===== config.mk =====
export PLATFORM = sky130hd
export DESIGN_NAME = pl_inst_prefetch_buffer
export DESIGN_NICKNAME = d
export VERILOG_FILES = /design/src/rtl/pl_fetch_pkg.sv /design/src/rtl/pl_sync_fifo.sv /design/src/rtl/pl_inst_prefetch_buffer.sv
export SDC_FILE = /design/constraint.sdc
export NUM_CORES = 1
export LEC_CHECK = 0
export CORE_UTILIZATION = 30
export DETAILED_ROUTE_END_ITERATION = 8
export PLACE_DENSITY = 0.48
export SLEW_MARGIN = 20
export SYNTH_ARGS = -nofsm -noshare
export SYNTH_HDL_FRONTEND = slang
export SYNTH_SLANG_ARGS = --single-unit

===== constraint.sdc =====
create_clock -name clock -period 19.3 [get_ports clock]
set_input_delay 1.93 -clock clock [delete_from_list [all_inputs] [get_ports clock]]
set_output_delay 1.93 -clock clock [all_outputs]
set_load 0.05 [all_outputs]

===== src/rtl/pl_fetch_pkg.sv =====
// Shared types and constants for the instruction fetch path.
package pl_fetch_pkg;

    localparam logic [31:0] DEFAULT_RESET_PC = 32'h0040_0000;
    localparam logic [31:0] INST_BYTES       = 32'd4;

    typedef struct packed {
        logic [31:0] inst;
        logic [31:0] pc;
    } fetch_entry_t;

    function automatic logic [31:0] next_pc(input logic [31:0] pc);
        return pc + INST_BYTES;
    endfunction

endpackage


===== src/rtl/pl_sync_fifo.sv =====
// Synchronous FIFO with flush; head entry is visible combinationally from storage.
module pl_sync_fifo
    import pl_fetch_pkg::*;
#(
    parameter int unsigned DEPTH   = 4,
    parameter type         entry_t = fetch_entry_t
) (
    input  logic                       clock,
    input  logic                       reset,
    input  logic                       flush,
    input  logic                       push,
    input  entry_t                     push_data,
    input  logic                       pop,
    output entry_t                     pop_data,
    output logic                       full,
    output logic                       empty,
    output logic [$clog2(DEPTH+1)-1:0] count
);

    localparam int unsigned AW = $clog2(DEPTH);
    localparam int unsigned CW = $clog2(DEPTH + 1);

    entry_t          mem [DEPTH];
    logic [AW-1:0]   rd_ptr;
    logic [AW-1:0]   wr_ptr;
    logic            do_push;
    logic            do_pop;

    always_comb begin
        full     = (count == CW'(DEPTH));
        empty    = (count == '0);
        do_pop   = pop && !empty;
        // A pop frees the slot the simultaneous push needs when full.
        do_push  = push && (!full || do_pop);
        pop_data = mem[rd_ptr];
    end

    always_ff @(posedge clock or posedge reset) begin
        if (reset) begin
            rd_ptr <= '0;
            wr_ptr <= '0;
            count  <= '0;
            for (int unsigned i = 0; i < DEPTH; i++) begin
                mem[i] <= '0;
            end
        end else if (flush) begin
            rd_ptr <= '0;
            wr_ptr <= '0;
            count  <= '0;
        end else begin
            if (do_push) begin
                mem[wr_ptr] <= push_data;
                wr_ptr      <= wr_ptr + AW'(1);
            end
            if (do_pop) begin
                rd_ptr <= rd_ptr + AW'(1);
            end
            count <= count + CW'(do_push) - CW'(do_pop);
        end
    end

endmodule


===== src/rtl/pl_inst_prefetch_buffer.sv =====
// Instruction prefetcher: issues in-order bus reads, buffers responses, and
// discards responses belonging to fetch streams abandoned by a redirect.
module pl_inst_prefetch_buffer
    import pl_fetch_pkg::*;
#(
    parameter int unsigned DEPTH           = 4,
    parameter int unsigned MAX_OUTSTANDING = 2,
    parameter logic [31:0] RESET_PC        = DEFAULT_RESET_PC
) (
    input  logic        clock,
    input  logic        reset,
    input  logic        redirect,
    input  logic [31:0] redirect_pc,
    input  logic        next_inst,
    output logic        inst_available,
    output logic [31:0] inst,
    output logic [31:0] inst_pc,
    output logic [31:0] inst_address,
    output logic        inst_read_enable,
    input  logic        inst_wait_req,
    input  logic        inst_valid,
    input  logic [31:0] inst_data
);

    localparam int unsigned CW = $clog2(DEPTH + 1);
    localparam int unsigned OW = $clog2(MAX_OUTSTANDING + 2);

    logic [OW-1:0] outstanding;
    logic [OW-1:0] discard;
    logic [31:0]   fetch_pc;
    logic [31:0]   write_pc;
    logic          held_stale;

    logic          fifo_full;
    logic          fifo_empty;
    logic [CW-1:0] occupancy;
    fetch_entry_t  push_entry;
    fetch_entry_t  head_entry;

    logic          accept;
    logic          held;
    logic          do_push;
    logic          do_pop;
    logic [OW-1:0] outstanding_nxt;
    logic [CW-1:0] occupancy_nxt;
    logic [31:0]   fetch_pc_nxt;
    logic          issue_nxt;

    always_comb begin
        accept  = inst_read_enable && !inst_wait_req;
        held    = inst_read_enable && inst_wait_req;
        do_push = inst_valid && !redirect && (discard == '0);
        do_pop  = next_inst && !fifo_empty && !redirect;

        push_entry.inst = inst_data;
        push_entry.pc   = write_pc;

        outstanding_nxt = outstanding + OW'(accept) - OW'(inst_valid);
        occupancy_nxt   = redirect ? '0 : occupancy + CW'(do_push) - CW'(do_pop);

        // A request held across a redirect carries the old address, so its
        // acceptance must not advance the already-redirected fetch_pc.
        if (redirect) begin
            fetch_pc_nxt = redirect_pc;
        end else if (accept && !held_stale) begin
            fetch_pc_nxt = next_pc(fetch_pc);
        end else begin
            fetch_pc_nxt = fetch_pc;
        end

        issue_nxt = !redirect
                 && (outstanding_nxt < OW'(MAX_OUTSTANDING))
                 && ((32'(outstanding_nxt) + 32'(occupancy_nxt)) < 32'(DEPTH));

        inst_available = !fifo_empty;
        inst           = head_entry.inst;
        inst_pc        = head_entry.pc;
    end

    always_ff @(posedge clock or posedge reset) begin
        if (reset) begin
            outstanding      <= '0;
            discard          <= '0;
            fetch_pc         <= RESET_PC;
            write_pc         <= RESET_PC;
            held_stale       <= 1'b0;
            inst_read_enable <= 1'b0;
            inst_address     <= '0;
        end else begin
            outstanding <= outstanding_nxt;
            fetch_pc    <= fetch_pc_nxt;

            // Every read still owed by the bus, including one presented in
            // this cycle, belongs to the abandoned stream.
            if (redirect) begin
                discard  <= outstanding + OW'(inst_read_enable) - OW'(inst_valid);
                write_pc <= redirect_pc;
            end else begin
                if (inst_valid && (discard != '0)) begin
                    discard <= discard - OW'(1);
                end
                if (do_push) begin
                    write_pc <= next_pc(write_pc);
                end
            end

            if (redirect) begin
                held_stale <= held;
            end else if (accept) begin
                held_stale <= 1'b0;
            end

            if (!held) begin
                inst_read_enable <= issue_nxt;
                if (issue_nxt) begin
                    inst_address <= fetch_pc_nxt;
                end
            end
        end
    end

    pl_sync_fifo #(
        .DEPTH   (DEPTH),
        .entry_t (fetch_entry_t)
    ) u_fifo (
        .clock     (clock),
        .reset     (reset),
        .flush     (redirect),
        .push      (do_push),
        .push_data (push_entry),
        .pop       (do_pop),
        .pop_data  (head_entry),
        .full      (fifo_full),
        .empty     (fifo_empty),
        .count     (occupancy)
    );

    a_valid_without_request: assert property (
        @(posedge clock) disable iff (reset) !(inst_valid && (outstanding == '0))
    );

    a_push_when_full: assert property (
        @(posedge clock) disable iff (reset) !(do_push && fifo_full && !do_pop)
    );

endmodule


-- Word-level counts from Yosys, hierarchy flattened
Index checks and enable logic that the tools add are counted.
- flip-flop bits (word level): 365
- input port bits: 70
- logic and storage cells: 91
- add/sub/neg operators: 14
- magnitude comparators: 5
- equal/unequal tests: 1
- multiplexer cells: 20
- bitwise logic cells: 4
- reduce and logical (&&, ||, !) cells: 29
- operator list (cell ; number):
    256-bit bitwise mux ; 1
    64-bit two-way mux ; 3
    64-bit binary-select mux with 2-bit select ; 1
    64-bit demux with 2-bit select ; 1
    32-bit two-way mux ; 4
    32-bit by 3-bit adder with 32-bit output (second input constant) ; 2
    1-bit logical AND ; 13
    2-bit two-way mux ; 6
    2-bit nonzero test ; 6
    3-bit by 1-bit adder with 3-bit output ; 2
    3-bit greater-or-equal comparator (second input constant) ; 2
    3-bit two-way mux ; 2
    2-bit NOT with 3-bit output ; 2
    3-bit by 1-bit subtractor with 3-bit output ; 2
    1-bit logical NOT ; 5
    2-bit by 1-bit adder with 2-bit output ; 2
    2-bit by 1-bit adder with 2-bit output (second input constant) ; 2
    2-bit by 3-bit adder with 4-bit output ; 1
    4-bit by 3-bit < comparator with 1-bit output (second input constant) ; 1
    2-bit AND reduction ; 2
    2-bit by 1-bit subtractor with 2-bit output ; 2
    3-bit == test (second input constant) ; 1
    3-bit logical NOT ; 1
    3-bit by 1-bit < comparator with 1-bit output (second input constant) ; 1
    other kinds (6) ; 8

-- Logic depth before layout (Yosys ltp)
- depth in word-level cells: 10
- gate-level depth with buffers: 15
- mapped depth without buffers: 13

-- Cells and area by module
Synthesis repeated with hierarchy kept, for this count alone.
- cells, all modules: 1140
- area, all modules: 17639.4 um^2
- by module, submodules not included (module ; times used ; cells each ; area each (um^2) ; seq. area each (um^2)):
    pl_sync_fifo ; 1 ; 667 ; 12418.2 ; 6581.3
    pl_inst_prefetch_buffer ; 1 ; 473 ; 5221.3 ; 2555.0

-- Least setup slack after synthesis
OpenSTA, ideal clock, no wires.
- kind: input port to flip-flop
- from: input port redirect
- to: register inst_address[10]
- setup time: 128 ps
- arrival time: 5349 ps
- slack: 13824 ps
- stages on the path: 14
- cells stage by stage: clkbuf_1 > clkbuf_1 > buf_1 > nor2_1 > ha_1 > inv_1 > ha_1 > fa_1 > nor2b_1 > ha_1 > a311oi_1 > nand4b_4 > buf_6 > mux2_1
- word-level cells in the longest chain between the ends: 10
- RTL lines (what ; line ; text):
    start, declared ; pl_inst_prefetch_buffer.sv:12 ; input logic redirect,
    1-bit logical NOT ; pl_inst_prefetch_buffer.sv:52, pl_inst_prefetch_buffer.sv:53, pl_inst_prefetch_buffer.sv:71 ;
    1-bit logical AND (2 in series) ; pl_inst_prefetch_buffer.sv:52 ; do_push = inst_valid && !redirect && (discard == '0);
    3-bit by 1-bit adder with 3-bit output ; pl_inst_prefetch_buffer.sv:59 ; occupancy_nxt = redirect ? '0 : occupancy + CW'(do_push) - CW'(do_pop);
    3-bit by 1-bit subtractor with 3-bit output ; pl_inst_prefetch_buffer.sv:59 ;
    3-bit two-way mux ; pl_inst_prefetch_buffer.sv:59 ;
    2-bit by 3-bit adder with 4-bit output ; pl_inst_prefetch_buffer.sv:73 ; && ((32'(outstanding_nxt) + 32'(occupancy_nxt)) < 32'(DEPTH));
    4-bit by 3-bit < comparator with 1-bit output ; pl_inst_prefetch_buffer.sv:73 ;
    1-bit logical AND ; pl_inst_prefetch_buffer.sv:73 ;
    2-bit AND reduction (no line) ; n/a ;
    end signal, assigned ; pl_inst_prefetch_buffer.sv:116 ; inst_address <= fetch_pc_nxt;
    end, declared ; pl_inst_prefetch_buffer.sv:18 ; output logic [31:0] inst_address,
Several ways; a longest one is shown, not always the timed one.
A chain may end at the register's enable or synchronous reset.

-- Worst setup path after layout
- from: input port redirect
- to: register inst_address[23]
Same word-level chain as after synthesis.

==> impl_metrics.csv <==
group,metric,value,unit
timing,relSlewSlack,35.46,%
worst_setup_path,crit_type,"in2reg",
yosys,synth_commonest_cells,"363 x dfrtp_1, 269 x mux2_2, 64 x mux4_2",
min_path,min-delay-start,"u_fifo.mem[221]$_DFFE_PP0P_",
timing,skew,0.02696,ns
power_and_ir_drop,p_seq_share,33.3,%
timing,period_needed,5.575,ns
worst_setup_path,path_common_cell,"ha_1",
yosys,synth_mux_area_share,28.41,%
floorplan,die_x,237.5,µm
yosys,synth-edff-count,0,
route,drtIter0Drc,329,
clocking,clk_pin_slew,0.05,ns
route,via_per_inst,4.751,
global_route,antenna_found_initial,0,
yosys,synth_seq_cells,365,
power_and_ir_drop,clock_power_share,26.4,%
finish,antenna_cells,0,
finish,drive_above_1_share,33.06,%
yosys,netlist_area,0.01663,mm²
worst_setup_path,crit_chain,"clkdlybuf4s50_1 > buf_4 > nor2_1 > ha_1 > inv_1 > ha_1 > fa_1 > nor2b_1 > ha_1 > a311oi_1 > nand4b_4 > mux2_1",
min_path,hp-class,"reg2reg",
route,firstDrtPassIters,4,
yosys,ys.flop_type,"dfrtp_1",
outcome,status,"completed",
worst_setup_path,ff2ff_path_depth,12,
timing,max_freq,0.1794,GHz
power_and_ir_drop,combPwrFrac,40.3,%
min_path,min_path_cells,2,
clocking,post_cts_buffers,0,
route,wl_met2,18420,µm
power_and_ir_drop,internal_power,2155,µW
clocking,clock_latency,0.58,ns
timing,max_slew.worst_pin.slew,0.9681,ns
global_route,grt_pass1_wl,64540,µm
finish,nets,1410,
worst_setup_path,end_kind,"register",
global_route,gr-usage-all-layers,14.80,%
min_path,hold_end,"u_fifo.mem[221]$_DFFE_PP0P_",
place,place_congestion,0.7501,
timing,setup_viol,0,
worst_setup_path,arrival,6.03,ns
route,top_layer,"met4",
route,drcViolationCount,0,
floorplan,dieHeight,237.5,µm
yosys,yosysSeqAreaShare,54.93,%
timing,min_period_over_period,28.89,%
finish,design_area,0.02061,mm²
yosys,synth_top_family_by_area,"multiplexers",
floorplan,start_util,30.60,%
clocking,cts_tree,"done",
route,wl_met1,18910,µm
place,hpwl,25340,µm
floorplan,dieArea,0.05639,mm²
yosys,yosys.area.top_type,"dfrtp_1",
clocking,ctsHoldBuffers,0,
worst_setup_path,worst_r2r_startpoint,"u_fifo.count[1]$_DFF_PP0_",
route,met3_length,2021,µm
worst_setup_path,regToRegEndpoint,"inst_address[23]$_DFFE_PP0P_",
yosys,ys_warn_count,0,
place,port_buffers,167,
yosys,synth.avg_cell_area,14.20,µm²
yosys,yosys-top-cells-area,"dfrtp_1 55%, mux2_2 18%, mux4_2 8.7%",
yosys,synth_compound_area_share,2.588,%
timing,hold_violations,0,
power_and_ir_drop,p_sw_share,37.27,%
finish,syn_to_final_growth,23.90,%
place,placed_area,0.01899,mm²
yosys,synth_cell_type_count,53,
power_and_ir_drop,power_leakage,0.008956,µW
route,route.vias.total,9963,
timing,slew_viol_final,0,
global_route,grt_max_degree,107,
flow_run,max_cap_viol_count,0,
clocking,cts-root-buf,"clkbuf_16",
worst_setup_path,slowest_delay,0.71,ns
worst_setup_path,ff2ff_setup_slack,14.90,ns
timing,rsz0062_at_grt,"no",
global_route,grt_pass1_vias,10690,
clocking,cts_made_buffers,45,
yosys,yosys.area_share.simple,6.312,%
yosys,synthArstFlopShare,100.0,%
global_route,grt-ovfl-total,0,
yosys,synth_top_area_share,54.62,%
worst_setup_path,critPathSlowestCell,"nand4b_4",
power_and_ir_drop,p_per_area,166.7,mW/mm²
yosys,synthAdderAreaFrac,1.444,%
clocking,htree_num_levels,2,
yosys,synthesis.nets,1259,
worst_setup_path,worst-path-max-fanout,46,
worst_setup_path,start_kind,"primary input",
route,final_antenna_net_count,0,
route,routed_wl,40360,µm
floorplan,coreArea,0.05435,mm²
floorplan,io_pins,168,
clocking,cts_buffer_depth,3,
worst_setup_path,required,19.76,ns
route,wl_per_cell,19.25,µm
floorplan,row_count,85,
clocking,cts_sinks,365,
yosys,synthXorXnorAreaFrac,3.513,%
clocking,post_cts_resized,0,
power_and_ir_drop,peakVddDrop,0.07524,mV
yosys,syn-instance-count,1171,
power_and_ir_drop,switchingPower,1280,µW
timing,fin_setup_tns,0,ns
yosys,synth_most_common_cell,"dfrtp_1",
==> worst max path at each step <==
stage / startpoint / endpoint / slack, ns / depth (start not counted)
floorplan: reset / discard[0]$_DFFE_PP0P_ / 7.24 / 1
global placement: redirect / inst_address[21]$_DFFE_PP0P_ / 13.09 / 12
detailed placement: redirect / inst_address[23]$_DFFE_PP0P_ / 13.09 / 12
CTS: redirect / inst_address[10]$_DFFE_PP0P_ / 13.70 / 12
global route: redirect / inst_address[17]$_DFFE_PP0P_ / 13.40 / 12
finish: redirect / inst_address[23]$_DFFE_PP0P_ / 13.73 / 12
==> area by class of cell <==
class | instances | area (µm²)
sequential | 365 | 9144
timing repair buffer | 179 | 1762
clock inverter | 14 | 246.5
multi-input combinational | 705 | 7059
fill | 5207 | 33740
inverter | 26 | 105.1
clock buffer | 69 | 1366
tap | 739 | 924.6
==> per-layer routing <==
metal / vias to the layer above / global-route usage [%]
li1: 4527 / -
met1: 5182 / 20.14
met2: 196 / 23.13
met3: 58 / 3.426
met4: 0 / 5.083
met5: - / 0
==> placed cells by master (no fill, tap or decap), types with 6 or more instances in the layout <==
cell type        instances
clkbuf_1                 9
clkbuf_8                15
xor2_1                  15
mux2_2                 269
buf_4                   12
nor3_1                  11
mux2_4                   8
bufinv_16                6
a21oi_1                 28
mux4_2                  64
o21ai_0                 34
nor2_1                  37
nand3_1                 16
clkdlybuf4s50_1        167
nand4_1                 34
ha_1                    16
and4_1                   6
mux2_1                  11
inv_1                   24
nand2_1                 51
dfrtp_1                361
xnor2_1                 48
clkbuf_16               45
==> state kept, by name (all words and copies together) (netlist names), 2 cells and up <==
signal,count
u_fifo.mem,256
u_fifo.count,3
inst_address,32
outstanding,2
u_fifo.rd_ptr,2
fetch_pc,32
write_pc,32
discard,2
u_fifo.wr_ptr,2
==> stage by stage <==
stage                     worst slack, ns  instances  util (%)  power, µW  hold slack (ns)
after global routing                13.40       2097     37.92       3617           0.4983
after CTS                           13.70       2097     37.92       3494           0.4830
final                               13.73       2097     37.92       3435           0.4741
after floorplan                     7.241       1171         -       2133           0.4446
after detailed placement            13.09       2014     34.95       2562           0.4699
after global placement              13.09       2014     34.95       2544           0.4584
==> power by group through the flow <==
stage / clock network [µW] / registers, µW / logic [µW]
2_1_floorplan: 0 / 1210 / 925
3_5_place_dp: 0 / 1160 / 1410
3_3_place_gp: 0 / 1150 / 1390
4_1_cts: 938 / 1150 / 1410
5_1_grt: 970 / 1180 / 1470
6_report: 906 / 1140 / 1390
==> logic make-up (layout without fill, tap and decap cells) <==
| kind of cell | after synthesis | count (layout) |
|---|---|---|
| compound gates | 76 | 76 |
| xor+xnor | 65 | 65 |
| fa+ha+maj | 18 | 18 |
| buf+inv | 101 | 288 |
| flops | 365 | 365 |
| mux | 353 | 353 |
| simple gates | 193 | 193 |
==> critical path: cells and delay by family <==
| kind | cells | cell delay, ns |
|---|---|---|
| buffers and inverters | 3 | 0.88 |
| AOI/OAI and AO/OA | 1 | 0.47 |
| adders and majority gates | 4 | 1.18 |
| and+or+nand+nor | 3 | 0.95 |
| muxes | 1 | 0.57 |
(Power assumes the default switching activity.)
